## src/rtl/btb_pkg.sv

```systemverilog
// Shared constants for the BTB update controller.
//   BTB_SETS / BTB_WAYS / BTB_TAGW : default geometry (8 sets, 2 ways, tag = PC[31:5])
//   state_t                        : controller FSM encoding
//   SNT/WNT/WT/ST                  : 2-bit branch direction counter values
package btb_pkg;
    localparam int BTB_SETS = 8;
    localparam int BTB_WAYS = 2;
    localparam int BTB_TAGW = 27;

    typedef enum logic [1:0] {
        IDLE   = 2'd0,
        LOOKUP = 2'd1,
        WRITE  = 2'd2
    } state_t;

    localparam logic [1:0] SNT = 2'b00;
    localparam logic [1:0] WNT = 2'b01;
    localparam logic [1:0] WT  = 2'b10;
    localparam logic [1:0] ST  = 2'b11;

    localparam logic [15:0] CNT_MAX = 16'hFFFF;
endpackage

```

## src/rtl/btb_update_ctrl_if.sv

```systemverilog
// Bus between the branch-resolution side / BTB array and the update controller.
//   upd_*     : resolved-branch update handshake (valid/ready, pc, taken, target)
//   btb_rd_*  : lookup set index out, combinational array read data back
//   btb_wr_*  : array write port and LRU write
// modport master: update producer + array; modport slave: the controller.
interface btb_update_ctrl_if import btb_pkg::*; #(
    parameter int TAGW = BTB_TAGW
);
    logic            upd_valid;
    logic            upd_ready;
    logic [31:0]     upd_pc;
    logic            upd_taken;
    logic [31:0]     upd_target;

    logic [2:0]      btb_rd_set;
    logic            btb_rd_valid0,  btb_rd_valid1;
    logic [TAGW-1:0] btb_rd_tag0,    btb_rd_tag1;
    logic [31:0]     btb_rd_target0, btb_rd_target1;
    logic [1:0]      btb_rd_state0,  btb_rd_state1;
    logic            btb_rd_lru;

    logic            btb_wr_en;
    logic [2:0]      btb_wr_set;
    logic            btb_wr_way;
    logic            btb_wr_valid;
    logic [TAGW-1:0] btb_wr_tag;
    logic [31:0]     btb_wr_target;
    logic [1:0]      btb_wr_state;
    logic            btb_wr_lru_en;
    logic            btb_wr_lru_val;

    modport master (
        output upd_valid, upd_pc, upd_taken, upd_target,
        output btb_rd_valid0, btb_rd_valid1, btb_rd_tag0, btb_rd_tag1,
        output btb_rd_target0, btb_rd_target1, btb_rd_state0, btb_rd_state1, btb_rd_lru,
        input  upd_ready, btb_rd_set,
        input  btb_wr_en, btb_wr_set, btb_wr_way, btb_wr_valid, btb_wr_tag,
        input  btb_wr_target, btb_wr_state, btb_wr_lru_en, btb_wr_lru_val
    );

    modport slave (
        input  upd_valid, upd_pc, upd_taken, upd_target,
        input  btb_rd_valid0, btb_rd_valid1, btb_rd_tag0, btb_rd_tag1,
        input  btb_rd_target0, btb_rd_target1, btb_rd_state0, btb_rd_state1, btb_rd_lru,
        output upd_ready, btb_rd_set,
        output btb_wr_en, btb_wr_set, btb_wr_way, btb_wr_valid, btb_wr_tag,
        output btb_wr_target, btb_wr_state, btb_wr_lru_en, btb_wr_lru_val
    );
endinterface

```

## src/rtl/btb_sat_ctr.sv

```systemverilog
// 2-bit saturating branch direction counter update.
//   state : current counter value
//   taken : resolved outcome
//   next  : state+1 (capped at ST) if taken, state-1 (floored at SNT) if not
module btb_sat_ctr import btb_pkg::*; (
    input  logic [1:0] state,
    input  logic       taken,
    output logic [1:0] next
);
    always_comb begin
        next = state;
        if (taken) begin
            if (state != ST) next = state + 2'd1;
        end else begin
            if (state != SNT) next = state - 2'd1;
        end
    end
endmodule

```

## src/rtl/btb_update_ctrl.sv

```systemverilog
// BTB update controller: takes one resolved branch at a time, looks up its set,
// and either refreshes the hitting way, allocates a victim (taken miss), or
// drops the update (not-taken miss).
//   clk, rst_n     : clock, async active-low reset
//   flush          : pipeline flush (blocks accept, aborts LOOKUP; WRITE commits)
//   bus (slave)    : update handshake, array read/write port
//   hit_cnt        : saturating count of hit updates
//   alloc_cnt      : saturating count of allocations
//   busy           : an update is in flight
module btb_update_ctrl import btb_pkg::*; #(
    parameter int SETS = BTB_SETS,
    parameter int WAYS = BTB_WAYS,
    parameter int TAGW = BTB_TAGW
) (
    input  logic                clk,
    input  logic                rst_n,
    input  logic                flush,
    btb_update_ctrl_if.slave    bus,
    output logic [15:0]         hit_cnt,
    output logic [15:0]         alloc_cnt,
    output logic                busy
);
    localparam int SETW = $clog2(SETS);

    // The array port is fixed at 2 ways x 8 sets with tag = PC[31:5].
    if (WAYS != 2 || SETW != 3 || TAGW != 27) begin : g_bad_geometry
        $error("btb_update_ctrl supports only SETS=8, WAYS=2, TAGW=27");
    end

    state_t st, st_nx;

    logic [31:0]     pc_q;
    logic            taken_q;
    logic [31:0]     target_q;

    logic            wr_way_q;
    logic [1:0]      wr_state_q;
    logic [31:0]     wr_target_q;

    logic [SETW-1:0] set_q;
    logic [TAGW-1:0] tag_q;
    logic            unused_pc_lo;

    assign set_q        = pc_q[2 +: SETW];
    assign tag_q        = pc_q[31:5];
    assign unused_pc_lo = ^pc_q[1:0];

    logic accept;
    assign bus.upd_ready = (st == IDLE) && !flush && rst_n;
    assign accept        = bus.upd_valid && bus.upd_ready;
    assign bus.btb_rd_set = set_q;
    assign busy          = (st != IDLE);

    // Lookup decision, evaluated against the combinational read data.
    logic        hit0, hit1, hit, hit_way, victim, do_wr;
    logic [1:0]  hit_state, sat_nx;
    logic [31:0] hit_target;

    assign hit0       = bus.btb_rd_valid0 && (bus.btb_rd_tag0 == tag_q);
    assign hit1       = bus.btb_rd_valid1 && (bus.btb_rd_tag1 == tag_q);
    assign hit        = hit0 || hit1;
    assign hit_way    = !hit0;   // way 0 wins when both match
    assign hit_state  = hit_way ? bus.btb_rd_state1  : bus.btb_rd_state0;
    assign hit_target = hit_way ? bus.btb_rd_target1 : bus.btb_rd_target0;
    assign victim     = !bus.btb_rd_valid0 ? 1'b0 :
                        !bus.btb_rd_valid1 ? 1'b1 : bus.btb_rd_lru;
    assign do_wr      = hit || taken_q;

    btb_sat_ctr u_sat (
        .state (hit_state),
        .taken (taken_q),
        .next  (sat_nx)
    );

    always_comb begin
        st_nx = st;
        case (st)
            IDLE:    if (accept) st_nx = LOOKUP;
            LOOKUP:  st_nx = (flush || !do_wr) ? IDLE : WRITE;
            WRITE:   st_nx = IDLE;   // flush here is ignored: write commits
            default: st_nx = IDLE;
        endcase
    end

    always_ff @(posedge clk or negedge rst_n) begin
        if (!rst_n) st <= IDLE;
        else        st <= st_nx;
    end

    always_ff @(posedge clk or negedge rst_n) begin
        if (!rst_n) begin
            pc_q     <= '0;
            taken_q  <= 1'b0;
            target_q <= '0;
        end else if (accept) begin
            pc_q     <= bus.upd_pc;
            taken_q  <= bus.upd_taken;
            target_q <= bus.upd_target;
        end
    end

    // Register the decision and bump statistics when LOOKUP commits to WRITE.
    always_ff @(posedge clk or negedge rst_n) begin
        if (!rst_n) begin
            wr_way_q    <= 1'b0;
            wr_state_q  <= SNT;
            wr_target_q <= '0;
            hit_cnt     <= '0;
            alloc_cnt   <= '0;
        end else if (st == LOOKUP && !flush && do_wr) begin
            wr_way_q    <= hit ? hit_way : victim;
            wr_state_q  <= hit ? sat_nx  : WT;
            wr_target_q <= (hit && !taken_q) ? hit_target : target_q;
            if (hit) begin
                if (hit_cnt != CNT_MAX) hit_cnt <= hit_cnt + 16'd1;
            end else begin
                if (alloc_cnt != CNT_MAX) alloc_cnt <= alloc_cnt + 16'd1;
            end
        end
    end

    // Write port is live only in WRITE; reset forces st to IDLE, so the
    // strobes drop the moment rst_n falls.
    always_comb begin
        bus.btb_wr_en      = 1'b0;
        bus.btb_wr_set     = '0;
        bus.btb_wr_way     = 1'b0;
        bus.btb_wr_valid   = 1'b0;
        bus.btb_wr_tag     = '0;
        bus.btb_wr_target  = '0;
        bus.btb_wr_state   = '0;
        bus.btb_wr_lru_en  = 1'b0;
        bus.btb_wr_lru_val = 1'b0;
        if (st == WRITE) begin
            bus.btb_wr_en      = 1'b1;
            bus.btb_wr_set     = set_q;
            bus.btb_wr_way     = wr_way_q;
            bus.btb_wr_valid   = 1'b1;
            bus.btb_wr_tag     = tag_q;
            bus.btb_wr_target  = wr_target_q;
            bus.btb_wr_state   = wr_state_q;
            bus.btb_wr_lru_en  = 1'b1;
            bus.btb_wr_lru_val = ~wr_way_q;
        end
    end
endmodule

```

## src/flat_wrapper.sv

```systemverilog
// flat-port wrapper written by rule: the top's interface ports become plain ports
module btb_update_ctrl_flat import btb_pkg::*;
#(
    parameter int SETS = BTB_SETS,
    parameter int WAYS = BTB_WAYS,
    parameter int TAGW = BTB_TAGW
)
  (clk, rst_n, flush, hit_cnt, alloc_cnt, busy, bus_upd_valid, bus_upd_pc, bus_upd_taken, bus_upd_target, bus_btb_rd_valid0, bus_btb_rd_valid1, bus_btb_rd_tag0, bus_btb_rd_tag1, bus_btb_rd_target0, bus_btb_rd_target1, bus_btb_rd_state0, bus_btb_rd_state1, bus_btb_rd_lru, bus_upd_ready, bus_btb_rd_set, bus_btb_wr_en, bus_btb_wr_set, bus_btb_wr_way, bus_btb_wr_valid, bus_btb_wr_tag, bus_btb_wr_target, bus_btb_wr_state, bus_btb_wr_lru_en, bus_btb_wr_lru_val);
  btb_update_ctrl_if #(.TAGW(TAGW)) bus_i ();
  input  logic clk;
  input  logic rst_n;
  input  logic flush;
  output logic [15:0] hit_cnt;
  output logic [15:0] alloc_cnt;
  output logic busy;
  input wire logic [$bits(bus_i.upd_valid)-1:0] bus_upd_valid;
  input wire logic [$bits(bus_i.upd_pc)-1:0] bus_upd_pc;
  input wire logic [$bits(bus_i.upd_taken)-1:0] bus_upd_taken;
  input wire logic [$bits(bus_i.upd_target)-1:0] bus_upd_target;
  input wire logic [$bits(bus_i.btb_rd_valid0)-1:0] bus_btb_rd_valid0;
  input wire logic [$bits(bus_i.btb_rd_valid1)-1:0] bus_btb_rd_valid1;
  input wire logic [$bits(bus_i.btb_rd_tag0)-1:0] bus_btb_rd_tag0;
  input wire logic [$bits(bus_i.btb_rd_tag1)-1:0] bus_btb_rd_tag1;
  input wire logic [$bits(bus_i.btb_rd_target0)-1:0] bus_btb_rd_target0;
  input wire logic [$bits(bus_i.btb_rd_target1)-1:0] bus_btb_rd_target1;
  input wire logic [$bits(bus_i.btb_rd_state0)-1:0] bus_btb_rd_state0;
  input wire logic [$bits(bus_i.btb_rd_state1)-1:0] bus_btb_rd_state1;
  input wire logic [$bits(bus_i.btb_rd_lru)-1:0] bus_btb_rd_lru;
  output wire logic [$bits(bus_i.upd_ready)-1:0] bus_upd_ready;
  output wire logic [$bits(bus_i.btb_rd_set)-1:0] bus_btb_rd_set;
  output wire logic [$bits(bus_i.btb_wr_en)-1:0] bus_btb_wr_en;
  output wire logic [$bits(bus_i.btb_wr_set)-1:0] bus_btb_wr_set;
  output wire logic [$bits(bus_i.btb_wr_way)-1:0] bus_btb_wr_way;
  output wire logic [$bits(bus_i.btb_wr_valid)-1:0] bus_btb_wr_valid;
  output wire logic [$bits(bus_i.btb_wr_tag)-1:0] bus_btb_wr_tag;
  output wire logic [$bits(bus_i.btb_wr_target)-1:0] bus_btb_wr_target;
  output wire logic [$bits(bus_i.btb_wr_state)-1:0] bus_btb_wr_state;
  output wire logic [$bits(bus_i.btb_wr_lru_en)-1:0] bus_btb_wr_lru_en;
  output wire logic [$bits(bus_i.btb_wr_lru_val)-1:0] bus_btb_wr_lru_val;
  assign bus_i.upd_valid = bus_upd_valid;
  assign bus_i.upd_pc = bus_upd_pc;
  assign bus_i.upd_taken = bus_upd_taken;
  assign bus_i.upd_target = bus_upd_target;
  assign bus_i.btb_rd_valid0 = bus_btb_rd_valid0;
  assign bus_i.btb_rd_valid1 = bus_btb_rd_valid1;
  assign bus_i.btb_rd_tag0 = bus_btb_rd_tag0;
  assign bus_i.btb_rd_tag1 = bus_btb_rd_tag1;
  assign bus_i.btb_rd_target0 = bus_btb_rd_target0;
  assign bus_i.btb_rd_target1 = bus_btb_rd_target1;
  assign bus_i.btb_rd_state0 = bus_btb_rd_state0;
  assign bus_i.btb_rd_state1 = bus_btb_rd_state1;
  assign bus_i.btb_rd_lru = bus_btb_rd_lru;
  assign bus_upd_ready = bus_i.upd_ready;
  assign bus_btb_rd_set = bus_i.btb_rd_set;
  assign bus_btb_wr_en = bus_i.btb_wr_en;
  assign bus_btb_wr_set = bus_i.btb_wr_set;
  assign bus_btb_wr_way = bus_i.btb_wr_way;
  assign bus_btb_wr_valid = bus_i.btb_wr_valid;
  assign bus_btb_wr_tag = bus_i.btb_wr_tag;
  assign bus_btb_wr_target = bus_i.btb_wr_target;
  assign bus_btb_wr_state = bus_i.btb_wr_state;
  assign bus_btb_wr_lru_en = bus_i.btb_wr_lru_en;
  assign bus_btb_wr_lru_val = bus_i.btb_wr_lru_val;
  btb_update_ctrl #(.SETS(SETS), .WAYS(WAYS), .TAGW(TAGW)) u_core (.clk(clk), .rst_n(rst_n), .flush(flush), .bus(bus_i), .hit_cnt(hit_cnt), .alloc_cnt(alloc_cnt), .busy(busy));
endmodule
```

## config.mk

```make
export PLATFORM = sky130hd
export DESIGN_NAME = btb_update_ctrl_flat
export DESIGN_NICKNAME = d
export VERILOG_FILES = /design/src/rtl/btb_pkg.sv /design/src/rtl/btb_update_ctrl_if.sv /design/src/rtl/btb_sat_ctr.sv /design/src/rtl/btb_update_ctrl.sv /design/src/flat_wrapper.sv
export SDC_FILE = /design/constraint.sdc
export NUM_CORES = 1
export LEC_CHECK = 0
export CORE_UTILIZATION = 35
export CTS_CLUSTER_DIAMETER = 200
export DETAILED_ROUTE_END_ITERATION = 10
export HOLD_SLACK_MARGIN = 0.02
export PLACE_DENSITY = 0.8
export SLEW_MARGIN = 40
export SYNTH_ARGS = -nofsm -noshare
export SYNTH_HDL_FRONTEND = slang
export SYNTH_SLANG_ARGS = --single-unit
```

## constraint.sdc

```tcl
create_clock -name clk -period 2.2 [get_ports clk]
set_input_delay 0.44 -clock clk [delete_from_list [all_inputs] [get_ports clk]]
set_output_delay 0.44 -clock clk [all_outputs]
set_load 0.05 [all_outputs]
```

Word-level counts from Yosys, hierarchy flattened
Cells that the tools add are included.
Widths: inputs -> output; s select.
{ "classes": {"mul": 0, "reduce_logical": 20, "n_addsub": 4, "order_cmp": 0, "n_mux": 20, "n_shift": 0, "bitwise": 2, "div": 0, "n_eq_ne": 8} }
{ "op_table": {"columns": ["op", "count"], "rows": [
  ["$mux 32", 3],
  ["$eq 27x27->1", 2],
  ["$add 16x1->16 const B", 2],
  ["$ne 16x16->1 const B", 2],
  ["$mux 27", 1],
  ["$mux 2", 8],
  ["$logic_and 1x1->1", 8],
  ["$mux 1", 6],
  ["$reduce_and 3->1", 2],
  ["$logic_not 1->1", 4],
  ["$pmux 2 s2", 1],
  ["$reduce_bool 2->1", 2],
  ["$logic_or 1x1->1", 3],
  ["$mux 3", 1],
  ["$add 2x1->2 const B", 1],
  ["$eq 2x1->1 const B", 1],
  ["$eq 2x2->1 const B", 1],
  ["$logic_not 2->1", 1],
  ["$ne 2x1->1 const B", 1],
  ["$ne 2x2->1 const B", 1],
  ["$not 1->1", 2],
  ["$sub 2x1->2 const B", 1]
]} }
{ "totals": {"word_cells": 63, "latch_bits": 0, "ram_bits": 0, "rom_bits": 0, "regBits": 134, "n_memories": 0} }

Depth between registers and ports, before layout
{ "depth": {"depth_word": 8, "depth_mapped": 8} }

Modules after synthesis
Synthesis repeated with hierarchy kept, for this count alone.
{ "hier_totals": {"cells_unflattened": 847, "hier_area_um2": 7303.3} }
{ "by_module_without_submodules": {"columns": ["module", "area_each_um2", "instances", "cells_each", "seq_area_each_um2"], "rows": [
  ["btb_update_ctrl", 7277.0, 1, 844, 3303.2],
  ["btb_sat_ctr", 26.3, 1, 3, 0.0]
]} }

Least setup slack after synthesis
OpenSTA, ideal clock, no wires.
{ "synth_timing": {"kind": "reg-to-reg", "from": "register u_core.st[1]", "to": "register u_core.target_q[16]", "arrival_time_ps": 3184, "n_path_buf": 2, "slack_ps": -1050, "t_required_ps": 2135, "stages_incl_launch_ff": 9, "cell_sequence": "dfrtp_1 -> or2_2 -> nor3b_1 -> nand2_1 -> inv_1 -> buf_2 -> clkbuf_1 -> nand2_1 -> nand2_1"} }
{ "synth_between": {"elab_chain_len": 4} }
{ "synth_lines": {"columns": ["element", "line_no", "source"], "rows": [
  ["start: declaration", "btb_update_ctrl.sv:30", "state_t st, st_nx;"],
  ["start signal: assignment", "btb_update_ctrl.sv:87", "else st <= st_nx;"],
  ["$logic_not 2->1", "btb_update_ctrl.sv:49", "assign bus.upd_ready = (st == IDLE) && !flush && rst_n;"],
  ["$logic_and 1x1->1 (2 in a row)", "btb_update_ctrl.sv:49", null],
  ["via bus_upd_ready", "flat_wrapper.sv:29", "output wire logic [$bits(bus_i.upd_ready)-1:0] bus_upd_ready;"],
  ["$logic_and 1x1->1", "btb_update_ctrl.sv:50", "assign accept = bus.upd_valid && bus.upd_ready;"],
  ["end signal: assignment", "btb_update_ctrl.sv:98", "target_q <= bus.upd_target;"],
  ["end: declaration", "btb_update_ctrl.sv:34", "logic [31:0] target_q;"]
]} }
The timed path passes the listed nets, and every way through them passes these cells.
A chain may end at the register's enable or synchronous reset.

Final worst setup path
{ "layout_timing": {"from": "register u_core.pc_q[8]", "to": "register u_core.wr_target_q[29]"} }
{ "layout_between": {"elab_chain_len": 5, "word_cells_on_any_way": 10, "cone_classes": "2 x eq/ne; 2 x mux; 6 x reduce/logical"} }
{ "layout_lines": {"columns": ["element", "line_no", "source"], "rows": [
  ["start: declaration", "btb_update_ctrl.sv:32", "logic [31:0] pc_q;"],
  ["start signal: assignment", "btb_update_ctrl.sv:96", "pc_q <= bus.upd_pc;"],
  ["$eq 27x27->1, on equally long branches", "btb_update_ctrl.sv:59, btb_update_ctrl.sv:60", null],
  ["$logic_and 1x1->1, on equally long branches", "btb_update_ctrl.sv:59, btb_update_ctrl.sv:60", null],
  ["$logic_or 1x1->1", "btb_update_ctrl.sv:61", "assign hit = hit0 || hit1;"],
  ["$logic_and 1x1->1 or $logic_or 1x1->1 (tied branches)", "btb_update_ctrl.sv:113, btb_update_ctrl.sv:67", null],
  ["$mux 32 or $logic_and 1x1->1 (tied branches)", "btb_update_ctrl.sv:113, btb_update_ctrl.sv:110", null],
  ["end signal: assignment", "btb_update_ctrl.sv:113", "wr_target_q <= (hit && !taken_q) ? hit_target : target_q;"],
  ["end: declaration", "btb_update_ctrl.sv:38", "logic [31:0] wr_target_q;"]
]} }
Several ways; a longest one is shown, not always the timed one.

==> summary.txt <==
Clocking
  • TritonCTS clock tree: yes
  • Clock Sink Count: 132
  • Max clock buf depth: 2
  • CTS Root Cell: clkbuf_16
  • CTS buffer count: 17
  • Clock Latency Late Sink: between 0.4 and 0.5 ns
  • CTS H-tree lvls: 4
  • CTS Hold Bufs: 0
  • Reg clk slew, reported paths: 0.07 ns

Min path
  • Hold Crit Class: primary input to async pin

Setup path
  • Crit-path cells: xnor2_2 > nand4_1 > or4_4 > a2bb2o_4 > and3_4 > buf_12 > a31oi_1
  • CP endpoint kind: flip-flop
  • Reg-to-reg critical path endpoint: u_core.wr_target_q[29]$_DFFE_PN0N_
  • Buf/Inv on CP: 1
  • Req. time, crit path: about 2.5 ns
  • Worst flop-to-flop path startpoint: u_core.pc_q[8]$_DFFE_PN0P_
  • CP startpoint: u_core.pc_q[8]$_DFFE_PN0P_
  • CP peak stage delay: 0.61 ns
  • Arr. time, crit path: 2.63 ns
  • Critical path's top delay family: simple AND/OR/NAND/NOR gates
  • Slowest CP cell: or4_4
  • CP max FO: 18
  • CP Launch Type: flip-flop
  • Kind of critical path: flip-flop to flip-flop
  • Worst reg2reg path depth: 7
  • R2R Setup Slk: -0.13 ns

Floorplanning
  • Die Wd: approximately 150 um
  • Rows: 52
  • Initial core utilization: 35.95%
  • Die Height: 146.6 um
  • Core area: around 20000 um2
  • Total Die Area: between 20000 and 25000 um2
  • I/O pin count: 300

Placement
  • Dpl hpwl: ~20 mm
  • Port bufs: 297
  • Placed Cells: roughly 1400
  • GPL Wtd Cong: around 0.9

Timing
  • Period utilisation layout: 105.8%
  • Max Fclk: 429.8 MHz
  • Setup ws final: -0.1265 ns
  • RSZ-0062 raised after global routing: yes
  • Worst slew pin tran: 0.7508 ns
  • Count of final max-slew check failures: 0
  • Worst slew margin: about half
  • Skew final: roughly 0.01 ns
  • Endpoints failing hold: 0
  • Post-route minimum period: roughly 2.3 ns
  • Endpoints failing setup: 43

Layout
  • Most frequent cells in the layout: nand2_1, clkdlybuf4s50_1, dfrtp_1
  • Filler cells: 1601
  • Diode count: 0
  • Area Growth Syn to Fin: 73.61%
  • Post-route insts no fill: 1466
  • Share of cells above drive strength 1: 19.65%
  • Storage cell area: roughly 3300 um2
  • Multi-input combinational cell area: 3923 um2
  • Commonest non-fill, non-tap cell in the layout: nand2_1
  • Nets@finish: 1379

Global routing
  • First-pass GRT wire length: 42.25 mm
  • Vias in the first global route: ~7700
  • Congestion Overflow GR: 0
  • Pin count of the biggest net entering global routing: about 130
  • Initial antenna violation count: 0
  • Gr usage total: about 26%

Yosys
  • Syn_area_per_cell: 8.746 um2
  • Flops & latches, synth: 132
  • Post-Syn Area: 7321 um2
  • Synth cell types: 43
  • FFs w/ async S/R, synth: 100.0%
  • Syn nets: 1033
  • Yosys warnings: 0
  • Post-synthesis sequential area ratio: 45.12%
  • EDFF count, synth: 0
  • Main synth FF type: dfrtp_1
  • Mapped Cells: 837

Detailed routing
  • Drt drc: 0
  • Drt wl/cell: 18.76 um
  • 1st-iter DRT viols: 492
  • Antenna-violating nets left: 0
  • First drt pass iteration count: 5
  • Vias: 7576
  • Final wirelength: 27.50 mm
  • Vias/cell: 5.168

Power
  • Total power draw: between 7 and 8 mW
  • Leakage power: 5.813 nW
  • Highest ir drop seen on vdd: 505.8 uV
  • P per Cell Area: 615.5 nW/um2

Run status
  • Failing checks: negative setup slack
  • Status: finished with violations

Flow run
  • Max cap viols: 0
## state kept, by name (all words and copies together) (netlist names)
name,count
u_core.alloc_cnt,16
u_core.wr_state_q,2
u_core.hit_cnt,16
u_core.target_q,32
u_core.taken_q,1
u_core.st,2
u_core.wr_way_q,1
u_core.wr_target_q,32
u_core.pc_q,30
## timing repair
item | CTS | global route
cloned | 1 | 0
buffers inserted | 5 | 4
endpoints found under the setup margin | 68 | 74
pin swaps | 15 | 10
resized for setup | 30 | 32
## cells in the mapped netlist, types with 12 or more instances
library cell  number  area (um2)
nor2_1            12       45.04
and2_1            66       412.9
nand3_1           14       70.07
dfrtp_1          132        3303
nor3_1            17       85.08
xor2_1            22       192.7
nand2_1          269        1010
xnor2_1           60       525.5
nand4_1           27       168.9
o31ai_1           32       240.2
o22a_1            33       289.0
clkbuf_1          33       123.9
a31oi_1           35       219.0
## power by group
| part | total [mW] | leakage, nW | internal, mW | switching (mW) |
|---|---|---|---|---|
| Combinational | 1.85 | 3.80 | 0.991 | 0.859 |
| Sequential | 3.00 | 1.72 | 2.72 | 0.286 |
| Clock | 2.97 | 0.289 | 1.74 | 1.23 |
| Total | 7.82 | 5.81 | 5.44 | 2.38 |
## final cells by class
class / count / area share, %
Timing Repair Buffer: 383 / 35.43
Clock buffer: 18 / 3.455
Multi-Input combinational cell: 640 / 30.86
Sequential cell: 132 / 26.02
Tap cell: 270 / 2.658
Inverter: 9 / 0.2658
Clock inverter: 14 / 1.309
## worst max path at each step
| stage | endpoint | slack [ns] | depth (start not counted) |
|---|---|---|---|
| 4_1_cts | u_core.alloc_cnt[14]$_DFFE_PN0P_ | -0.09 | 7 |
| 3_5_place_dp | u_core.wr_target_q[1]$_DFFE_PN0N_ | -0.70 | 8 |
| 6_report | u_core.wr_target_q[29]$_DFFE_PN0N_ | -0.13 | 7 |
| 5_1_grt | u_core.wr_target_q[29]$_DFFE_PN0N_ | -0.17 | 7 |
| 2_1_floorplan | u_core.target_q[16]$_DFFE_PN0P_ | 0.005 | 8 |
| 3_3_place_gp | u_core.wr_target_q[9]$_DFFE_PN0N_ | -0.64 | 8 |
## logic make-up (layout without fill, tap and decap cells)
logic type | after synthesis | in the layout | synth area share (%)
AO/OA/AOI/OAI | 106 | 107 | 10.89
XOR/XNOR | 82 | 82 | 9.810
multiplexers | 6 | 6 | 0.9399
buffers and inverters | 66 | 424 | 4.512
AND/OR/NAND/NOR | 439 | 439 | 27.84
adder cells (fa/ha/maj) | 6 | 6 | 0.8887
flip-flops | 132 | 132 | 45.12
## per-stage QoR
stage	instance area (um2)	setup TNS, ns	hold slack [ns]	utilization [%]	setup slack (ns)
floorplan	7336	0	0.1444	-	0.005055
global route	12710	-6.475	0.1836	62.41	-0.1733
CTS	12550	-3.305	0.1798	61.61	-0.09018
global placement	11780	-37.88	0.4600	57.84	-0.6428
detailed placement	11780	-40.81	0.4640	57.84	-0.7006
finish	12710	-3.901	0.1275	62.41	-0.1265
## layer usage
layer / vias to the layer above / GRT usage, % / routed length, um
met5: - / 0 / 0
met2: 359 / 44.62 / 13920
met4: 0 / 9.479 / 795
met3: 42 / 7.094 / 2279
met1: 3634 / 30.43 / 10510
li1: 3541 / - / -
Power figures use the tool's default switching activity.
